===== src/rtl/lighthouse_pkg.sv =====
// Shared types and constants for the lighthouse pulse-capture path.
package lighthouse_pkg;

  localparam int TS_BITS  = 32;
  localparam int LEN_BITS = 16;

  typedef logic [1:0] sensor_idx_t;

  typedef struct packed {
    logic [TS_BITS-1:0]  ts;
    logic [LEN_BITS-1:0] length;
  } pulse_t;

  // Round-robin successor of idx among n channels, wrapping to 0.
  function automatic int unsigned rr_next(input int unsigned idx, input int unsigned n);
    if (idx + 32'd1 >= n) begin
      return 32'd0;
    end else begin
      return idx + 32'd1;
    end
  endfunction

endpackage


===== src/rtl/pulse_slot.sv =====
// One-entry holding slot for a single sensor, with a saturating drop counter.
module pulse_slot #(
  parameter int TS_BITS   = 32,
  parameter int LEN_BITS  = 16,
  parameter int DROP_BITS = 8
) (
  input  logic                 clk,
  input  logic                 reset,
  input  logic                 strobe,
  input  logic [TS_BITS-1:0]   in_ts,
  input  logic [LEN_BITS-1:0]  in_length,
  input  logic                 grant,
  input  logic                 clear_drops,
  output logic                 full,
  output logic [TS_BITS-1:0]   ts,
  output logic [LEN_BITS-1:0]  length,
  output logic [DROP_BITS-1:0] drop_count,
  output logic                 drop_nonzero_next
);

  localparam logic [DROP_BITS-1:0] DROP_MAX = {DROP_BITS{1'b1}};

  logic                 full_r;
  logic [TS_BITS-1:0]   ts_r;
  logic [LEN_BITS-1:0]  length_r;
  logic [DROP_BITS-1:0] drop_r;
  logic                 accept_s;
  logic                 drop_s;
  logic [DROP_BITS-1:0] drop_next_s;

  // A strobe is taken if the slot is empty or being drained this edge, else dropped.
  always_comb begin
    accept_s = 1'b0;
    drop_s   = 1'b0;
    if (strobe) begin
      if (!full_r || grant) begin
        accept_s = 1'b1;
      end else begin
        drop_s = 1'b1;
      end
    end else begin
      accept_s = 1'b0;
      drop_s   = 1'b0;
    end
  end

  // Next drop count: clear wins over increment but still records a same-edge drop.
  always_comb begin
    drop_next_s = drop_r;
    if (clear_drops) begin
      drop_next_s = drop_s ? {{(DROP_BITS-1){1'b0}}, 1'b1} : {DROP_BITS{1'b0}};
    end else if (drop_s && (drop_r != DROP_MAX)) begin
      drop_next_s = drop_r + {{(DROP_BITS-1){1'b0}}, 1'b1};
    end else begin
      drop_next_s = drop_r;
    end
  end

  // Slot storage and full flag.
  always_ff @(posedge clk or posedge reset) begin
    if (reset) begin
      full_r   <= 1'b0;
      ts_r     <= {TS_BITS{1'b0}};
      length_r <= {LEN_BITS{1'b0}};
    end else if (accept_s) begin
      full_r   <= 1'b1;
      ts_r     <= in_ts;
      length_r <= in_length;
    end else if (grant) begin
      full_r   <= 1'b0;
    end else begin
      full_r   <= full_r;
    end
  end

  // Drop counter register.
  always_ff @(posedge clk or posedge reset) begin
    if (reset) begin
      drop_r <= {DROP_BITS{1'b0}};
    end else begin
      drop_r <= drop_next_s;
    end
  end

  assign full              = full_r;
  assign ts                = ts_r;
  assign length            = length_r;
  assign drop_count        = drop_r;
  assign drop_nonzero_next = |drop_next_s;

endmodule


===== src/rtl/pulse_merge_arbiter.sv =====
// Merges per-sensor pulse strobes into one registered valid/ready stream
// using round-robin arbitration across one-entry holding slots.
module pulse_merge_arbiter #(
  parameter int N_SENSORS   = 4,
  parameter int SENSOR_BITS = 2,
  parameter int TS_BITS     = lighthouse_pkg::TS_BITS,
  parameter int LEN_BITS    = lighthouse_pkg::LEN_BITS,
  parameter int DROP_BITS   = 8
) (
  input  logic                           clk,
  input  logic                           reset,
  input  logic [N_SENSORS-1:0]           sensor_valid,
  input  logic [N_SENSORS*TS_BITS-1:0]   sensor_ts,
  input  logic [N_SENSORS*LEN_BITS-1:0]  sensor_length,
  input  logic [N_SENSORS-1:0]           channel_enable,
  output logic                           out_valid,
  output logic [TS_BITS-1:0]             out_ts,
  output logic [LEN_BITS-1:0]            out_length,
  output logic [SENSOR_BITS-1:0]         out_sensor,
  input  logic                           out_ready,
  input  logic                           clear_drops,
  output logic [N_SENSORS*DROP_BITS-1:0] drop_count,
  output logic                           overflow
);

  import lighthouse_pkg::*;

  logic [N_SENSORS-1:0] slot_full_s;
  logic [N_SENSORS-1:0] slot_grant_s;
  logic [N_SENSORS-1:0] slot_nonzero_s;
  logic [TS_BITS-1:0]   slot_ts_s     [N_SENSORS];
  logic [LEN_BITS-1:0]  slot_length_s [N_SENSORS];

  logic                   out_valid_r;
  logic [TS_BITS-1:0]     out_ts_r;
  logic [LEN_BITS-1:0]    out_length_r;
  logic [SENSOR_BITS-1:0] out_sensor_r;
  logic [SENSOR_BITS-1:0] rr_ptr_r;
  logic                   overflow_r;

  logic                   load_en_s;
  logic                   grant_found_s;
  logic [SENSOR_BITS-1:0] grant_idx_s;
  logic [SENSOR_BITS-1:0] rr_after_s;

  genvar gi;
  generate
    for (gi = 0; gi < N_SENSORS; gi++) begin : g_slot
      pulse_slot #(
        .TS_BITS  (TS_BITS),
        .LEN_BITS (LEN_BITS),
        .DROP_BITS(DROP_BITS)
      ) u_slot (
        .clk              (clk),
        .reset            (reset),
        .strobe           (sensor_valid[gi] && channel_enable[gi]),
        .in_ts            (sensor_ts[gi*TS_BITS +: TS_BITS]),
        .in_length        (sensor_length[gi*LEN_BITS +: LEN_BITS]),
        .grant            (slot_grant_s[gi]),
        .clear_drops      (clear_drops),
        .full             (slot_full_s[gi]),
        .ts               (slot_ts_s[gi]),
        .length           (slot_length_s[gi]),
        .drop_count       (drop_count[gi*DROP_BITS +: DROP_BITS]),
        .drop_nonzero_next(slot_nonzero_s[gi])
      );
    end
  endgenerate

  // The output register may accept a new entry when empty or being drained.
  assign load_en_s = !out_valid_r || out_ready;

  // Round-robin priority encoder: first full slot at or after rr_ptr.
  always_comb begin
    int unsigned cand;
    grant_found_s = 1'b0;
    grant_idx_s   = {SENSOR_BITS{1'b0}};
    cand          = 32'd0;
    for (int k = 0; k < N_SENSORS; k++) begin
      cand = int'(rr_ptr_r) + k;
      if (cand >= N_SENSORS) begin
        cand = cand - N_SENSORS;
      end else begin
        cand = cand;
      end
      if (!grant_found_s && slot_full_s[cand]) begin
        grant_found_s = 1'b1;
        grant_idx_s   = SENSOR_BITS'(cand);
      end else begin
        grant_found_s = grant_found_s;
      end
    end
  end

  // Pointer value that follows the granted slot.
  assign rr_after_s = SENSOR_BITS'(rr_next(int'(grant_idx_s), N_SENSORS));

  // One-hot drain strobe back to the winning slot.
  always_comb begin
    slot_grant_s = {N_SENSORS{1'b0}};
    for (int k = 0; k < N_SENSORS; k++) begin
      if (load_en_s && grant_found_s && (grant_idx_s == SENSOR_BITS'(k))) begin
        slot_grant_s[k] = 1'b1;
      end else begin
        slot_grant_s[k] = 1'b0;
      end
    end
  end

  // Output register and round-robin pointer; holds contents while stalled.
  always_ff @(posedge clk or posedge reset) begin
    if (reset) begin
      out_valid_r  <= 1'b0;
      out_ts_r     <= {TS_BITS{1'b0}};
      out_length_r <= {LEN_BITS{1'b0}};
      out_sensor_r <= {SENSOR_BITS{1'b0}};
      rr_ptr_r     <= {SENSOR_BITS{1'b0}};
    end else if (load_en_s) begin
      if (grant_found_s) begin
        out_valid_r  <= 1'b1;
        out_ts_r     <= slot_ts_s[grant_idx_s];
        out_length_r <= slot_length_s[grant_idx_s];
        out_sensor_r <= grant_idx_s;
        rr_ptr_r     <= rr_after_s;
      end else begin
        out_valid_r  <= 1'b0;
      end
    end else begin
      out_valid_r <= out_valid_r;
    end
  end

  // Overflow flag tracks the counters' next state so it lines up with drop_count.
  always_ff @(posedge clk or posedge reset) begin
    if (reset) begin
      overflow_r <= 1'b0;
    end else begin
      overflow_r <= |slot_nonzero_s;
    end
  end

  assign out_valid  = out_valid_r;
  assign out_ts     = out_ts_r;
  assign out_length = out_length_r;
  assign out_sensor = out_sensor_r;
  assign overflow   = overflow_r;

endmodule


===== config.mk =====
export PLATFORM = sky130hd
export DESIGN_NAME = pulse_merge_arbiter
export DESIGN_NICKNAME = d
export VERILOG_FILES = /design/src/rtl/lighthouse_pkg.sv /design/src/rtl/pulse_slot.sv /design/src/rtl/pulse_merge_arbiter.sv
export SDC_FILE = /design/constraint.sdc
export NUM_CORES = 1
export LEC_CHECK = 0
export ABC_CLOCK_PERIOD_IN_PS = 11570
export CAP_MARGIN = 0
export CORE_ASPECT_RATIO = 0.6
export CORE_MARGIN = 2
export CORE_UTILIZATION = 35
export DETAILED_ROUTE_END_ITERATION = 6
export PLACE_DENSITY = 0.6
export SETUP_SLACK_MARGIN = 0.3
export SYNTH_ARGS = -nofsm -noshare
export SYNTH_HDL_FRONTEND = slang
export SYNTH_SLANG_ARGS = --single-unit

===== constraint.sdc =====
create_clock -name clk -period 11.57 [get_ports clk]
set_input_delay 2.314 -clock clk [delete_from_list [all_inputs] [get_ports clk]]
set_output_delay 2.314 -clock clk [all_outputs]
set_load 0.02 [all_outputs]

==> flow_summary_export.csv, run 1 <==
group,metric,value,unit
run_status,outcome,"completed",
timing,final-hold-violation-count,0,
logic_synthesis,async_flop_share,100,%
logic_synthesis,synthTopCellsByCount,"dfrtp_1 (282), mux2_2 (202), nand2_1 (89)",
clocking,htreeDepth,1,
logic_synthesis,ys_ff_latch,282,
worst_setup_path,crit_type,"input pin to flip-flop",
global_route,grt_pass1_vias,9478,
timing,worstMarginPinSlew,1.14,ns
logic_synthesis,synth_edf_count,0,
cells_and_area,drive_gt1_share,25.1,%
logic_synthesis,ys_warn_count,0,
timing,drv_slew,0,
clocking,clock_latency,0.57,ns
logic_synthesis,synth_area_leader_cell,"dfrtp_1",
clocking,clockBufferDepth,3,
drt,route.detailed.drc,0,
cells_and_area,area_delta_synth_final,33.9,%
clocking,post_cts_resized,0,
drt,drt-pass1-iter-count,6,
logic_synthesis,synth_fp_nets,1205,
floorplanning,row_count,54,
logic_synthesis,yosysMostFrequentCell,"dfrtp_1",
timing,rsz0062_at_grt,"no",
power,p_leak,0.00704,uW
drt,ant_nets,0,
drt,routedWlPerCell,20.7,um
worst_setup_path,end_kind,"flip-flop",
drt,vias,9007,
global_route,antenna_found_initial,3,
floorplanning,dieArea,38100,um^2
drt,viasPerCell,5.12,
floorplanning,die_w,251,um
drt,drtIter0Drc,738,
clocking,post_cts_buffers,0,
logic_synthesis,synth_area_leaders,"dfrtp_1 (55%), mux2_2 (18%), mux2_4 (4.7%)",
placement,globalplace.congestion,0.799,
cells_and_area,layout.nets,1469,
global_route,grt_start_max_net_pins,130,
clocking,cts_root_buf,"clkbuf_16",
worst_setup_path,critPathArrivalTime,4.91,ns
global_route,track_usage,19.3,%
logic_synthesis,synth_area_per_cell,12.8,um^2
worst_setup_path,cp_max_fo,29,
timing,tns,0,ns
worst_hold_path,worstHoldPathType,"flip-flop to flip-flop",
worst_setup_path,crit_path_start_kind,"input pin",
timing,fin_crit_sh,38.7,%
placement,io_buffers,287,
clocking,path_clk_slew,0.06,ns
clocking,cts_hold_buf,0,
logic_synthesis,ys_types,65,
cells_and_area,final_util,47.3,%
clocking,clkSinkCount,282,
worst_setup_path,cp_data_required_time,12.01,ns
clocking,cts_tree,"built",
timing,min_period,4.47,ns
placement,dp_hpwl,23900,um
logic_synthesis,netlist_instances,996,
global_route,grt_pass1_wl,57300,um
drt,drt_wl_total,36400,um
floorplanning,initial_core_util,35.3,%
clocking,cts_buffers,29,
timing,setup_viol,0,
power,ir_drop,152,uV
timing,finClkSkew,0.0171,ns
floorplanning,core,36100,um^2
logic_synthesis,synth_top_area_share,55.3,%
logic_synthesis,yosysSeqAreaShare,55.3,%
global_route,grt_overflow,0,
floorplanning,io_pins,288,
timing,slew_headroom,24.0,%
logic_synthesis,synth_area,12800,um^2
floorplanning,die_h,152,um
logic_synthesis,synth_flop_cell,"dfrtp_1",
power,power.density,274,nW/um^2
timing,fmax,0.223,GHz
flow_run,cap_violations,0,
-- final cells by class --
class / count / area (um^2)
inverter: 15 / 63.8
sequential: 282 / 7060
clock inverter: 10 / 160
tap: 476 / 596
fill: 3252 / 19100
clock buffer: 42 / 855
antenna: 2 / 5.00
multi-input combinational: 634 / 5400
timing repair buffer: 298 / 2960
-- power breakdown --
group	internal [uW]	switching (uW)
Clock	600	403
Sequential	1430	268
Combinational	1050	924
-- worst paths after layout --
| kind | start | endpoint | slack [ns] | depth (start not counted) |
|---|---|---|---|---|
| min in group asynchronous | reset | g_slot[1].u_slot.drop_count[5] | 2.35 | 2 |
| max in group asynchronous | reset | g_slot[3].u_slot.ts[2] | 7.56 | 3 |
| hold reg to reg | out_ts[1] | out_ts[1] | 0.48 | 2 |
| setup / recovery | out_ready | g_slot[1].u_slot.ts[18] | 7.10 | 7 |
| hold / removal | out_ts[1] | out_ts[1] | 0.48 | 2 |
| setup reg to reg | rr_ptr_r[0] | overflow | 8.08 | 12 |
-- registers in the layout, summed over array words and instances, names as in the netlist --
register                  cells
g_slot.u_slot.drop_count     32
g_slot.u_slot.full            4
g_slot.u_slot.length         64
g_slot.u_slot.ts            128
out_length                   16
out_sensor                    2
out_ts                       32
out_valid                     1
overflow                      1
rr_ptr_r                      2
-- kinds of logic after synthesis --
kind of cell	share of synthesized area, %
compound gates	9.54
buf+inv	3.01
flops	55.3
xor+xnor	1.10
simple gates	7.29
fa+ha+maj	0.490
mux	23.3
-- per-stage QoR --
step	instances	hold WS [ns]	total power [uW]	setup WS [ns]	instance area, um^2
global placement	1705	0.466	3670	6.50	16100
global route	1757	0.515	4990	6.98	17100
CTS	1757	0.486	4750	7.09	17100
floorplan	996	0.474	3080	1.48	12800
finish	1759	0.479	4680	7.10	17100
detailed placement	1705	0.470	3720	6.50	16100
-- routing by layer --
metal  part of all wire (%)  track usage, %  vias up
met1                     47            27.4     4529
met3                    7.1            5.24       37
met4                    1.2            2.74        0
met5                      0               0        -
li1                       -               -     4196
met2                     45            30.2      245
-- placed cells by master, fill, tap and decap left out, drive strengths merged, types with 11 or more instances in the layout --
cell type / count
inv: 17
nand3: 14
mux2: 242
a21oi: 21
clkdlybuf4s50: 287
clkbuf: 42
dfrtp: 282
o21ai: 63
a222oi: 44
buf: 11
nor2: 35
nand2: 89
xnor2: 11
-- worst max-delay path, cell delays in order --
cell	delay, ns
clkdlybuf4s50_1	0.47
nor2b_1	0.09
a21oi_2	0.20
nand2_1	0.15
a21oi_4	0.73
buf_4	0.54
mux2_2	0.39
Note: power is estimated with default switching activity, not from simulation.
==> inputs of run 2 (changes only) <==
ABC_CLOCK_PERIOD_IN_PS = 3800   (was 11570)
PLACE_DENSITY = 0.62   (was 0.6)
clock period = 3.8 ns   (was 11.57 ns; I/O delays follow)
==> flow_summary_export.csv, run 2 (synthesized netlist as in run 1, its figures left out) <==
group,metric,value,unit
clocking,cts_buffers,29,
timing,fin_crit_sh,83.9,%
timing,setup_slack,0.613,ns
global_route,track_usage,19.3,%
power,p_leak,0.00710,uW
flow_run,cap_violations,0,
floorplanning,core,36100,um^2
global_route,grt_start_max_net_pins,98,
worst_setup_path,endpoint,"overflow",
timing,min_period,3.19,ns
floorplanning,dieArea,38100,um^2
clocking,clkSinkCount,282,
worst_setup_path,path_depth,11,
cells_and_area,final_util,47.7,%
drt,vias,9142,
cells_and_area,area_delta_synth_final,35.1,%
worst_hold_path,worstHoldPathType,"flip-flop to flip-flop",
drt,drt_wl_total,37000,um
clocking,post_cts_resized,0,
global_route,grt_overflow,0,
global_route,grt_pass1_vias,9391,
drt,ant_nets,0,
worst_setup_path,r2r-end,"overflow",
worst_setup_path,critPathSlowestCell,"dfrtp_1",
run_status,outcome,"finished with violations",
floorplanning,die_h,152,um
clocking,htreeDepth,1,
clocking,clockBufferDepth,3,
run_status,violations,"DRC",
power,power.density,830,nW/um^2
drt,drtIter0Drc,665,
worst_setup_path,crit_path_start_kind,"flip-flop",
clocking,path_clk_slew,0.07,ns
worst_setup_path,crit_chain,"nand2_1, o21ai_0, a221oi_4, ha_1, inv_1, o21ai_1, or4b_1, o21ai_0, a31oi_1, nor4_1, nand4_1",
worst_setup_path,reg2reg_slack,0.61,ns
worst_setup_path,end_kind,"flip-flop",
power,ir_drop,476,uV
worst_setup_path,path_common_cell,"o21ai_0",
worst_setup_path,crit_type,"flip-flop to flip-flop",
worst_setup_path,slowest_delay,0.63,ns
timing,setup_viol,0,
floorplanning,die_w,251,um
timing,tns,0,ns
timing,fmax,0.314,GHz
placement,dp_hpwl,24300,um
timing,worstMarginPinSlew,0.839,ns
worst_setup_path,critPathArrivalTime,3.62,ns
placement,pre_cts_slack,0.509,ns
worst_setup_path,crit_start,"rr_ptr_r[0]",
cells_and_area,layout.nets,1477,
drt,route.detailed.drc,1,
power,power,14300,uW
clocking,cts_tree,"built",
cells_and_area,multiInputGateArea,5400,um^2
clocking,cts_hold_buf,0,
clocking,post_cts_buffers,0,
timing,rsz0062_at_grt,"no",
cells_and_area,largest_reg_flops,128,
floorplanning,row_count,54,
drt,drt-pass1-iter-count,7,
global_route,grt_pass1_wl,57500,um
cells_and_area,drive_gt1_share,25.6,%
worst_setup_path,cp_top_family,"simple AND/OR/NAND/NOR gates",
placement,io_buffers,287,
floorplanning,initial_core_util,35.3,%
timing,slew_headroom,44.1,%
global_route,antenna_found_initial,2,
worst_setup_path,crit_buf_inv,1,
worst_setup_path,timing.rr.start,"rr_ptr_r[0]",
cells_and_area,fillers,3200,
clocking,clock_latency,0.56,ns
cells_and_area,layout_common_cells,"clkdlybuf4s50_1 (287), dfrtp_1 (282), mux2_2 (202)",
drt,routedWlPerCell,20.9,um
clocking,cts_root_buf,"clkbuf_16",
cells_and_area,regArea,7060,um^2
drt,viasPerCell,5.16,
timing,final-hold-violation-count,0,
timing,finClkSkew,0.00926,ns
worst_setup_path,ff2ff_path_depth,11,
worst_setup_path,cp_max_fo,11,
timing,drv_slew,0,
floorplanning,io_pins,288,
worst_setup_path,cp_data_required_time,4.23,ns
placement,globalplace.congestion,0.854,
cells_and_area,layout_commonest_cell,"clkdlybuf4s50_1",
run 2: cell type report:
class | instances | area share (%)
clock inverters | 14 | 1.06
multi-input cells | 634 | 31.3
flip-flops and latches | 282 | 40.9
repair buffers | 306 | 18.1
diodes | 3 | 0.0435
well taps | 476 | 3.45
clock buffers | 40 | 4.74
inverters | 15 | 0.348
run 2: per-stage QoR:
step	area [um^2]	hold slack, ns	cells
after floorplan	12800	0.474	996
after global placement	16200	0.462	1713
after detailed placement	16200	0.475	1713
after CTS	17200	0.464	1767
after global routing	17200	0.485	1767
final	17200	0.488	1770
run 2: layer usage:
layer	vias up	share of wire (%)	track usage, %
met5	-	0.035	0
met4	2	1.5	3.17
met3	44	6.8	5.16
met2	256	44	29.1
met1	4623	48	28.2
li1	4217	-	-
run 2: worst min path at each step:
stage / from / to / slack, ns / cells after the start
after CTS: reset / g_slot[1].u_slot.length[2] / 0.46 / 2
final: out_length[4] / out_length[4] / 0.49 / 2
after global routing: reset / g_slot[1].u_slot.length[2] / 0.49 / 2
after floorplan: g_slot[0].u_slot.ts[17] / g_slot[0].u_slot.ts[17] / 0.47 / 1
after detailed placement: out_ts[28] / out_ts[28] / 0.47 / 2
after global placement: out_sensor[1] / out_sensor[1] / 0.46 / 2
run 2: power by group:
| group | switching (uW) | total [uW] | leakage, uW | internal [uW] |
|---|---|---|---|---|
| clock network | 1230 | 3000 | 0.000490 | 1780 |
| logic | 2850 | 6130 | 0.00317 | 3280 |
| registers | 813 | 5180 | 0.00343 | 4370 |
run 2: worst reg2reg max path: stages, from the launching register on:
cell and delay [ns]:
dfrtp_1 0.63, nand2_1 0.17, o21ai_0 0.32, a221oi_4 0.10, ha_1 0.26, inv_1 0.07, o21ai_1 0.11, or4b_1 0.62
o21ai_0 0.25, a31oi_1 0.14, nor4_1 0.27, nand4_1 0.11
